===== src/rtl/riscv_muldiv_pkg.sv =====
// Shared types for the iterative RV32M multiply/divide unit.
// Op codes follow the RV funct3 encoding of the M extension.
package riscv_muldiv_pkg;

  typedef enum logic [2:0] {
    MUL    = 3'b000,
    MULH   = 3'b001,
    MULHSU = 3'b010,
    MULHU  = 3'b011,
    DIV    = 3'b100,
    DIVU   = 3'b101,
    REM    = 3'b110,
    REMU   = 3'b111
  } muldiv_op_e;

  typedef enum logic [1:0] {
    IDLE = 2'd0,
    BUSY = 2'd1,
    FIX  = 2'd2,
    DONE = 2'd3
  } muldiv_state_e;

  function automatic logic is_div(input logic [2:0] op_code);
    return op_code[2];
  endfunction

endpackage


===== src/rtl/riscv_muldiv_iter.sv =====
// Radix-2 iterative multiply/divide: shift-add multiply and restoring divide
// share one {acc, sreg} shift pair, with sign fix-up after the last step.
module riscv_muldiv_iter
  import riscv_muldiv_pkg::*;
#(
  parameter int WIDTH = 32,
  parameter int CNT_W = $clog2(WIDTH + 1)
) (
  input  logic             clk,
  input  logic             rst,
  input  logic             in_valid,
  output logic             in_ready,
  input  logic [2:0]       op,
  input  logic [WIDTH-1:0] operand_a,
  input  logic [WIDTH-1:0] operand_b,
  input  logic             kill,
  output logic             out_valid,
  input  logic             out_ready,
  output logic [WIDTH-1:0] result,
  output logic             busy
);

  localparam logic [WIDTH-1:0] MIN_INT = {1'b1, {(WIDTH-1){1'b0}}};

  muldiv_state_e    state_reg;
  muldiv_op_e       op_reg;
  logic [CNT_W-1:0] count_reg;
  logic [WIDTH-1:0] acc_reg;
  logic [WIDTH-1:0] sreg_reg;
  logic [WIDTH-1:0] b_reg;
  logic [WIDTH-1:0] result_reg;
  logic             neg_reg;

  muldiv_op_e       op_in;
  logic             signed_a, signed_b, a_neg, b_neg;
  logic [WIDTH-1:0] a_mag, b_mag;
  logic             div_zero, div_ovf;
  logic [WIDTH-1:0] special_res;
  logic             neg_in;

  assign op_in    = muldiv_op_e'(op);
  assign signed_a = op_in inside {MULH, MULHSU, DIV, REM};
  assign signed_b = op_in inside {MULH, DIV, REM};
  assign a_neg    = signed_a && operand_a[WIDTH-1];
  assign b_neg    = signed_b && operand_b[WIDTH-1];
  assign a_mag    = a_neg ? (~operand_a + 1'b1) : operand_a;
  assign b_mag    = b_neg ? (~operand_b + 1'b1) : operand_b;
  assign div_zero = is_div(op) && (operand_b == '0);
  assign div_ovf  = (op_in == DIV || op_in == REM) &&
                    (operand_a == MIN_INT) && (operand_b == '1);

  // The remainder follows the dividend sign; everything else uses the xor.
  assign neg_in = (op_in == REM || op_in == MULHSU) ? a_neg : (a_neg ^ b_neg);

  always_comb begin
    special_res = '0;
    if (div_zero) begin
      special_res = op[1] ? operand_a : '1;
    end else if (div_ovf) begin
      special_res = op[1] ? '0 : MIN_INT;
    end
  end

  logic [WIDTH:0] mul_sum;
  logic [WIDTH:0] rem_shift;
  logic [WIDTH:0] trial;

  assign mul_sum   = {1'b0, acc_reg} + (sreg_reg[0] ? {1'b0, b_reg} : '0);
  assign rem_shift = {acc_reg, sreg_reg[WIDTH-1]};
  assign trial     = rem_shift - {1'b0, b_reg};

  logic [2*WIDTH-1:0] prod;
  logic [2*WIDTH-1:0] prod_fix;
  logic [WIDTH-1:0]   div_sel;
  logic [WIDTH-1:0]   fix_res;

  assign prod     = {acc_reg, sreg_reg};
  assign prod_fix = neg_reg ? (~prod + 1'b1) : prod;
  assign div_sel  = op_reg[1] ? acc_reg : sreg_reg;

  always_comb begin
    fix_res = '0;
    if (is_div(op_reg)) begin
      fix_res = neg_reg ? (~div_sel + 1'b1) : div_sel;
    end else if (op_reg == MUL) begin
      fix_res = prod_fix[WIDTH-1:0];
    end else begin
      fix_res = prod_fix[2*WIDTH-1:WIDTH];
    end
  end

  always_ff @(posedge clk) begin
    if (!rst) begin
      state_reg  <= IDLE;
      op_reg     <= MUL;
      count_reg  <= '0;
      acc_reg    <= '0;
      sreg_reg   <= '0;
      b_reg      <= '0;
      result_reg <= '0;
      neg_reg    <= 1'b0;
    end else if (kill) begin
      state_reg  <= IDLE;
      count_reg  <= '0;
      result_reg <= '0;
    end else begin
      case (state_reg)
        IDLE: begin
          if (in_valid) begin
            op_reg <= op_in;
            if (div_zero || div_ovf) begin
              result_reg <= special_res;
              state_reg  <= DONE;
            end else begin
              acc_reg   <= '0;
              sreg_reg  <= is_div(op) ? a_mag : b_mag;
              b_reg     <= is_div(op) ? b_mag : a_mag;
              neg_reg   <= neg_in;
              count_reg <= CNT_W'(WIDTH);
              state_reg <= BUSY;
            end
          end
        end
        BUSY: begin
          if (is_div(op_reg)) begin
            if (!trial[WIDTH]) begin
              acc_reg  <= trial[WIDTH-1:0];
              sreg_reg <= {sreg_reg[WIDTH-2:0], 1'b1};
            end else begin
              acc_reg  <= rem_shift[WIDTH-1:0];
              sreg_reg <= {sreg_reg[WIDTH-2:0], 1'b0};
            end
          end else begin
            acc_reg  <= mul_sum[WIDTH:1];
            sreg_reg <= {mul_sum[0], sreg_reg[WIDTH-1:1]};
          end
          count_reg <= count_reg - CNT_W'(1);
          if (count_reg == CNT_W'(1)) begin
            state_reg <= FIX;
          end
        end
        FIX: begin
          result_reg <= fix_res;
          state_reg  <= DONE;
        end
        DONE: begin
          if (out_ready) begin
            result_reg <= '0;
            state_reg  <= IDLE;
          end
        end
        default: state_reg <= IDLE;
      endcase
    end
  end

  assign in_ready  = (state_reg == IDLE);
  assign busy      = (state_reg != IDLE);
  assign out_valid = (state_reg == DONE);
  assign result    = result_reg;

endmodule


===== config.mk =====
export PLATFORM = sky130hd
export DESIGN_NAME = riscv_muldiv_iter
export DESIGN_NICKNAME = d
export VERILOG_FILES = /design/src/rtl/riscv_muldiv_pkg.sv /design/src/rtl/riscv_muldiv_iter.sv
export SDC_FILE = /design/constraint.sdc
export NUM_CORES = 1
export LEC_CHECK = 0
export CAP_MARGIN = 15
export CORE_ASPECT_RATIO = 0.5
export CORE_MARGIN = 2
export CORE_UTILIZATION = 35
export CTS_BUF_LIST = sky130_fd_sc_hd__clkbuf_4
export DETAILED_ROUTE_END_ITERATION = 6
export PLACE_DENSITY_LB_ADDON = 0.1
export SLEW_MARGIN = 20
export SYNTH_ARGS = -nofsm -noshare
export SYNTH_HDL_FRONTEND = slang
export SYNTH_SLANG_ARGS = --single-unit

===== constraint.sdc =====
create_clock -name clk -period 5.52 [get_ports clk]
set_clock_uncertainty 0.2 [all_clocks]
set_input_delay 0.552 -clock clk [delete_from_list [all_inputs] [get_ports clk]]
set_output_delay 0.552 -clock clk [all_outputs]
set_load 0.03 [all_outputs]

# After elaboration in Yosys (flattened, before gate mapping)
# Index checks and enable logic that the tools add are counted.
# Widths: inputs -> output; s select.
# word_totals
regBits,140
inputBits,72
output_inout_bits,35
elab_cells,98
# classes
addsub,7
eq_ne,15
n_mux,37
bitwise_logic,8
n_reduce_logical,23
# ops
cell,count
$mux 32,23
$pmux 32 s2,2
$add 32x1->32 const B,3
$not 32->32,3
$pmux 32 s3,1
$add 64x1->64 const B,1
$eq 32x32->1 const B,2
$mux 64,1
$not 64->64,1
$add 32x32->33,1
$sub 33x32->33,1
$logic_not 32->1,1
$mux 6,2
$pmux 6 s2,1
$reduce_and 4->1,3
$reduce_and 3->1,3
$mux 2,4
$pmux 2 s4,1
$eq 3x3->1 const B,2
$eq 6x1->1 const B,1
$ne 2x2->1 const B,3
$reduce_bool 3->1,2
$sub 6x1->6 const B,1
$logic_and 1x1->1,5
14 further kinds,22

# Longest topological paths before layout
# Gate-level depths: netlist of the first run.
# depth
ltp_word,9
depth_mapped,16
mapped_depth_nobuf,13

# Worst setup path before layout of the first run
# OpenSTA, ideal clock, no wires.
# synth_path
path_kind,register -> register
from,register op_reg[1]
to,"register result_reg[26], in the netlist result[26]"
setup_ns,0.074
arrival_ns,3.591
required_time_ns,5.246
setup_slack_ns,1.655
path_stages_with_launch,16
n_path_buf,6
period_less_slack_ns,3.865
cell_sequence,dfxtp_1 clkbuf_1 buf_2 buf_1 clkbuf_1 buf_2 buf_2 mux2i_1 ha_1 o221ai_1 nor3_1 nand3_1 o21ai_0 xor2_1 o21ai_0 a31oi_1
# synth_via
elab_chain_cells,6
elab_cells_between_ends,8
cone_classes,1 x add/sub; 5 x mux; 1 x bitwise; 1 x reduce/logical
# synth_rtl
item,line,source
from (decl),riscv_muldiv_iter.sv:26,muldiv_op_e op_reg;
from (signal assigned),riscv_muldiv_iter.sv:110,op_reg <= op_in;
$mux 32,riscv_muldiv_iter.sv:79,assign div_sel = op_reg[1] ? acc_reg : sreg_reg;
$not 32->32,riscv_muldiv_iter.sv:84,fix_res = neg_reg ? (~div_sel + 1'b1) : div_sel;
$add 32x1->32,riscv_muldiv_iter.sv:84,
$mux 32,riscv_muldiv_iter.sv:84,
$mux 32 *,riscv_muldiv_iter.sv:83,if (is_div(op_reg)) begin
$pmux 32 s3 *,riscv_muldiv_iter.sv:107,case (state_reg)
to (signal assigned),riscv_muldiv_iter.sv:112,result_reg <= special_res;
to (signal assigned),riscv_muldiv_iter.sv:143,result_reg <= fix_res;
to (decl),riscv_muldiv_iter.sv:31,logic [WIDTH-1:0] result_reg;
# Every way passes the cells marked *; elsewhere a longest branch is shown, timed or not.
# A chain may end at the register's enable or synchronous reset.

# Final worst setup path of the first run
# layout_path
from,register sreg_reg[26]
to,"register result_reg[28], in the netlist result[28]"
# layout_via
elab_chain_cells,6
elab_cells_between_ends,10
cone_classes,2 x add/sub; 6 x mux; 2 x bitwise
# layout_rtl
item,line,source
from (decl),riscv_muldiv_iter.sv:29,logic [WIDTH-1:0] sreg_reg;
from (signal assigned),riscv_muldiv_iter.sv:116,sreg_reg <= is_div(op) ? a_mag : b_mag;
from (signal assigned),riscv_muldiv_iter.sv:128,"sreg_reg <= {sreg_reg[WIDTH-2:0], 1'b1};"
from (signal assigned),riscv_muldiv_iter.sv:131,"sreg_reg <= {sreg_reg[WIDTH-2:0], 1'b0};"
$not 64->64 or $mux 32 (tied branches),"riscv_muldiv_iter.sv:78, riscv_muldiv_iter.sv:79",
$add 64x1->64 or $not 32->32 (tied branches),"riscv_muldiv_iter.sv:78, riscv_muldiv_iter.sv:84",
$mux 64 or $add 32x1->32 (tied branches),"riscv_muldiv_iter.sv:78, riscv_muldiv_iter.sv:84",
"$mux 32, on equally long branches","riscv_muldiv_iter.sv:85, riscv_muldiv_iter.sv:84",
$mux 32 *,riscv_muldiv_iter.sv:83,
$pmux 32 s3 *,riscv_muldiv_iter.sv:107,
# Marked as above.

==> impl_metrics.env, run 1 <==
export IMPL_outcome="completed"
export IMPL_cts_resized=0
export IMPL_drc=0
export IMPL_startpoint_type="register"
export IMPL_dieWidth_um=307
export IMPL_tightest_slew_ns=1.09
export IMPL_yosysTopAreaCell="dfxtp_1"
export IMPL_seq_area_frac_synth_pct=17.5
export IMPL_die_h_um=155
export IMPL_synth_area_um2=16000
export IMPL_clk_latency_ns=0.64
export IMPL_vias=17716
export IMPL_path_max_fanout=10
export IMPL_grt_pass1_vias=16163
export IMPL_synth_async_sr_flop_share_pct=0
export IMPL_ys_ff_latch=140
export IMPL_max_freq_mhz=222
export IMPL_path_clk_slew_ns=0.14
export IMPL_pwr_share_comb_pct=40.8
export IMPL_layout_drive_gt1_share_pct=7.00
export IMPL_grt_pass1_wl_um=107000
export IMPL_hold_viol_final=0
export IMPL_slew_violations=0
export IMPL_place_congestion=0.932
export IMPL_power_density_nw_per_um2=180
export IMPL_postCtsSetupRepairBufs=0
export IMPL_ys_flop_type="dfxtp_1"
export IMPL_cts_hold_buffers=0
export IMPL_numPortBuffers=106
export IMPL_clockRootBuffer="clkbuf_4"
export IMPL_dr_pass1_iters=6
export IMPL_cts_sinks=140
export IMPL_synth_top_cells_by_area="dfxtp_1 18%, o21ai_0 7.0%, ha_1 5.9%, mux2i_1 5.6%, nor2_1 5.6%"
export IMPL_core_um2=45100
export IMPL_p_switching_mw=1.40
export IMPL_dieArea_um2=47600
export IMPL_synth_fp_nets=2429
export IMPL_worstPathRequired_ns=5.88
export IMPL_yosys_warnings=0
export IMPL_maxCapViolCount=0
export IMPL_hpwl_um=55400
export IMPL_synth_edf_count=0
export IMPL_routed_wl_um=71800
export IMPL_internal_power_mw=1.81
export IMPL_nets=2421
export IMPL_ant_nets=0
export IMPL_row_count=55
export IMPL_cts_made_buffers=17
export IMPL_yosysUniqueCellTypes=87
export IMPL_ir_drop_v=0.000122
export IMPL_hp_class="reg2reg"
export IMPL_p_leak_nw=6.59
export IMPL_cts_buffer_depth=2
export IMPL_grt_use_total_pct=29.6
export IMPL_synthTopCellsByCount="237 x nor2_1, 224 x o21ai_0, 183 x nand2_1"
export IMPL_syn_to_final_growth_pct=11.3
export IMPL_crit_arrival_ns=4.86
export IMPL_period_needed_ns=4.50
export IMPL_cts_tree="done"
export IMPL_path_class="reg2reg"
export IMPL_fin_crit_sh_pct=81.6
export IMPL_synthesis_instances=2280
export IMPL_via_per_inst=6.14
export IMPL_synth_most_common_cell="nor2_1"
export IMPL_endpoint_kind="register"
export IMPL_p_sw_share_pct=43.7
export IMPL_rsz0062_at_grt="no"
export IMPL_antenna_found_initial=2
export IMPL_cts_htree_levels=4
export IMPL_relSlewSlack_pct=26.4
export IMPL_drt_wirelength_per_cell_um=24.9
export IMPL_synth_avg_cell_area_um2=7.02
export IMPL_tns_ns=0
export IMPL_seqPwrFrac_pct=35.4
export IMPL_setup_viol_count_final=0
export IMPL_drt_iter0_drc=2193
export IMPL_grt_remaining_overflow=0
export IMPL_p_clk_share_pct=23.8
export IMPL_io_pins=107
export IMPL_yosys_area_top_type_share_pct=17.5
export IMPL_grt_max_degree=63
export IMPL_worst_hold_slack_ns=0.267
export IMPL_start_util_pct=35.5
layout make-up:
cell class / count / area [um^2]
Fill cell: 4888 / 27300
Multi-Input combinational cell: 1871 / 12200
Sequential cell: 140 / 2810
Timing Repair Buffer: 158 / 1470
Tap cell: 598 / 748
Inverter: 84 / 315
Clock inverter: 15 / 175
Clock buffer: 17 / 128
Antenna cell: 2 / 5.00
metal layers:
layer,track usage (%),routed length [um],vias to the layer above
met5,0,0,-
met4,6.58,1390,0
met3,7.79,6920,95
met2,43.2,29400,781
met1,43.0,34200,8502
li1,-,-,8338
final timing paths:
kind / from / to / slack [ns] / cells after the start
max: sreg_reg[26] / result[28] / 1.02 / 10
min: b_reg[2] / b_reg[2] / 0.27 / 2
max reg2reg: sreg_reg[26] / result[28] / 1.02 / 10
min reg2reg: b_reg[2] / b_reg[2] / 0.27 / 2
cell families after synthesis:
family | Yosys count | synth area share, %
DFF | 140 | 17.5
xor gates and xnor gates | 174 | 9.52
AOI/OAI and AO/OA | 752 | 30.0
adders and majority gates | 77 | 6.11
muxes | 113 | 7.25
buffers and inverters | 269 | 6.77
and+or+nand+nor | 755 | 22.9
worst max-delay path, stage by stage, from the launching register on:
cell	delay, ns
dfxtp_1	0.32
buf_4	0.18
nor4_1	0.82
nand4_1	0.25
or4_4	0.59
nor4_1	0.38
mux2_2	0.38
a2111o_1	0.37
a21boi_0	0.63
o21ai_0	0.16
a21oi_1	0.17
power groups by stage:
stage / combinational (mW) / clock [mW] / sequential, mW
floorplan: 0.860 / 0 / 1.11
global placement: 1.28 / 0 / 1.16
detailed placement: 1.27 / 0 / 1.15
CTS: 1.28 / 0.781 / 1.13
global route: 1.41 / 0.811 / 1.14
finish: 1.31 / 0.763 / 1.14
stage by stage:
stage	cells	utilization [%]	power [mW]	setup WS [ns]	instance area, um^2
floorplan	2280	-	1.97	1.65	16000
global placement	2851	38.8	2.43	0.862	17500
detailed placement	2851	38.8	2.43	0.752	17500
CTS	2883	39.5	3.19	1.25	17800
global route	2884	39.5	3.36	0.907	17800
finish	2885	39.5	3.21	1.02	17800
layout by cell type (no fill, tap or decap), types with 15 or more instances in the layout:
cell / count
and2_1: 16
xnor2_1: 95
and3_1: 19
o21ai_0: 224
o31ai_1: 24
buf_4: 50
or2_2: 15
xor2_1: 79
a31oi_1: 38
a21oi_1: 174
a22oi_1: 20
a21o_1: 35
or3_1: 17
clkdlybuf4s50_1: 105
ha_1: 74
nand4_1: 30
nor4_1: 20
o211ai_1: 31
dfxtp_1: 137
clkbuf_4: 17
nor3_1: 83
nand3_1: 44
mux2i_1: 89
a41oi_1: 18
nand2_1: 183
inv_1: 80
mux2_2: 24
nor2b_1: 19
a211oi_1: 63
nor2_1: 234
Note: power is estimated with default switching activity, not from simulation.
==> run 2, diff against run 1 <==
clock period = 3.83 ns   (was 5.52 ns; I/O delays follow)
==> impl_metrics.env, run 2 (synthesis gave the netlist of run 1 again) <==
export IMPL_outcome="completed"
export IMPL_dpl_cell_area_um2=18800
export IMPL_reg2regPathDepth=11
export IMPL_p_leak_nw=7.46
export IMPL_cts_tree="done"
export IMPL_rsz0062_at_grt="no"
export IMPL_numPortBuffers=106
export IMPL_worstPathRequired_ns=4.18
export IMPL_tns_ns=0
export IMPL_setup_viol_count_final=0
export IMPL_mostFrequentLayoutCell="nor2_1"
export IMPL_path_clk_slew_ns=0.16
export IMPL_die_h_um=155
export IMPL_cts_htree_levels=4
export IMPL_slew_violations=0
export IMPL_holdCritStartpoint="op[2]"
export IMPL_timing_rr_end="result[28]"
export IMPL_start_util_pct=35.5
export IMPL_drt_iter0_drc=2046
export IMPL_drc=0
export IMPL_routed_wl_um=74600
export IMPL_grt_use_total_pct=30.8
export IMPL_hold_viol_final=0
export IMPL_endpoint_kind="register"
export IMPL_globalRouteMet2Util_pct=44.0
export IMPL_period_needed_ns=3.75
export IMPL_grt_max_degree=60
export IMPL_min_to="sreg_reg[25]"
export IMPL_relSlewSlack_pct=30.0
export IMPL_antenna_found_initial=1
export IMPL_grt_pass1_vias=17065
export IMPL_cts_hold_buffers=0
export IMPL_cts_buffer_depth=2
export IMPL_grt_use_met3_pct=9.67
export IMPL_fin_crit_sh_pct=98.0
export IMPL_power_density_nw_per_um2=254
export IMPL_syn_to_final_growth_pct=19.9
export IMPL_crit_arrival_ns=4.10
export IMPL_dr_pass1_iters=6
export IMPL_whs_path_depth=5
export IMPL_via_per_inst=6.00
export IMPL_grt_use_met1_pct=44.1
export IMPL_hp_class="in2reg"
export IMPL_r2r_slack_ns=0.08
export IMPL_grt_pass1_wl_um=110000
export IMPL_dieArea_um2=47600
export IMPL_startpoint_type="register"
export IMPL_busiest_layer="met1"
export IMPL_timing_rr_start="sreg_reg[0]"
export IMPL_cts_made_buffers=17
export IMPL_layout_drive_gt1_share_pct=13.8
export IMPL_maxCapViolCount=0
export IMPL_ir_drop_v=0.000149
export IMPL_design_area_um2=19200
export IMPL_max_freq_mhz=266
export IMPL_nets=2586
export IMPL_hpwl_um=59500
export IMPL_io_pins=107
export IMPL_cts_sinks=140
export IMPL_path_class="reg2reg"
export IMPL_path_max_fanout=8
export IMPL_final_cell_mix="234 x nor2_1, 223 x o21ai_0, 208 x buf_4"
export IMPL_clockRootBuffer="clkbuf_4"
export IMPL_postCtsSetupRepairBufs=0
export IMPL_place_congestion=0.968
export IMPL_worstPathCellList="inv_1, ha_1, or3b_4, or3_1, or4_4, nor4_2, mux2_2, a2111o_1, a21boi_1, o21ai_0, a21oi_1"
export IMPL_max_stage_delay_ns=0.44
export IMPL_core_um2=45100
export IMPL_critPathSlowestCell="or4_4"
export IMPL_ant_nets=0
export IMPL_tightest_slew_ns=1.05
export IMPL_clk_latency_ns=0.66
export IMPL_dieWidth_um=307
export IMPL_vias=18299
export IMPL_grt_remaining_overflow=0
export IMPL_row_count=55
export IMPL_drt_wirelength_per_cell_um=24.4
## run 2: cell types whose count changed in the layout (fill, tap and decap cells not counted), sizes merged
cell / before / now
buf: 53 / 218
diode: 2 / 3
clkinv: 6 / 7
clkinvlp: 1 / 0
## run 2: worst max-delay path by stage
stage | from | end | slack [ns]
final | sreg_reg[0] | result[28] | 0.08
after global routing | b_reg[25] | acc_reg[29] | 0.0002
after CTS | sreg_reg[0] | acc_reg[31] | 0.03
after detailed placement | operand_a[0] | acc_reg[26] | 0.01
after global placement | sreg_reg[0] | result[28] | 0.05
after floorplan | sreg_reg[0] | result[28] | 0.09
## run 2: metal layers
layer  wire length, um  share of wire, %
met5                 0                 0
met3              8520                11
met2             29700                40
met4              1860               2.5
met1             34500                46
## run 2: critical path: cells and delay by family, from the launching register on
| family | cells | cell delay [ns] |
|---|---|---|
| AND/OR/NAND/NOR | 4 | 1.49 |
| adder cells (fa/ha/maj) | 1 | 0.18 |
| buffers and inverters | 1 | 0.12 |
| AO/OA/AOI/OAI | 4 | 0.95 |
| flip-flops | 1 | 0.38 |
| multiplexers | 1 | 0.37 |
## run 2: what timing repair did
item | 4_1_cts | 5_1_grt
gates resized for setup | 1 | 13
hold endpoints to repair | 0 | 0
endpoints found under the setup margin | 1 | 14
pin swaps | 0 | 0
## run 2: cell type report
cell class / instances / area, um^2
antenna: 3 / 7.51
clock inverter: 15 / 199
fill: 4845 / 25900
sequential: 140 / 2820
inverter: 84 / 315
multi-input combinational: 1871 / 12200
tap: 598 / 748
timing repair buffer: 323 / 2800
clock buffer: 17 / 128
## run 2: where the power goes
part | switching, mW | internal, mW | leakage (nW)
Clock | 0.740 | 0.426 | 0.175
Combinational | 1.28 | 0.805 | 6.14
Sequential | 0.0962 | 1.52 | 1.14
Total | 2.11 | 2.76 | 7.46
## run 2: through the flow
step | power (mW) | hold slack, ns | util [%] | setup WS [ns] | instances
2_1_floorplan | 2.84 | 0.232 | - | 0.0902 | 2280
3_3_place_gp | 3.67 | 0.242 | 41.7 | 0.0513 | 3016
3_5_place_dp | 3.66 | 0.251 | 41.7 | 0.0116 | 3016
4_1_cts | 4.82 | 0.214 | 42.4 | 0.0304 | 3048
5_1_grt | 5.09 | 0.279 | 42.5 | 0.000213 | 3050
6_report | 4.87 | 0.267 | 42.5 | 0.0754 | 3051
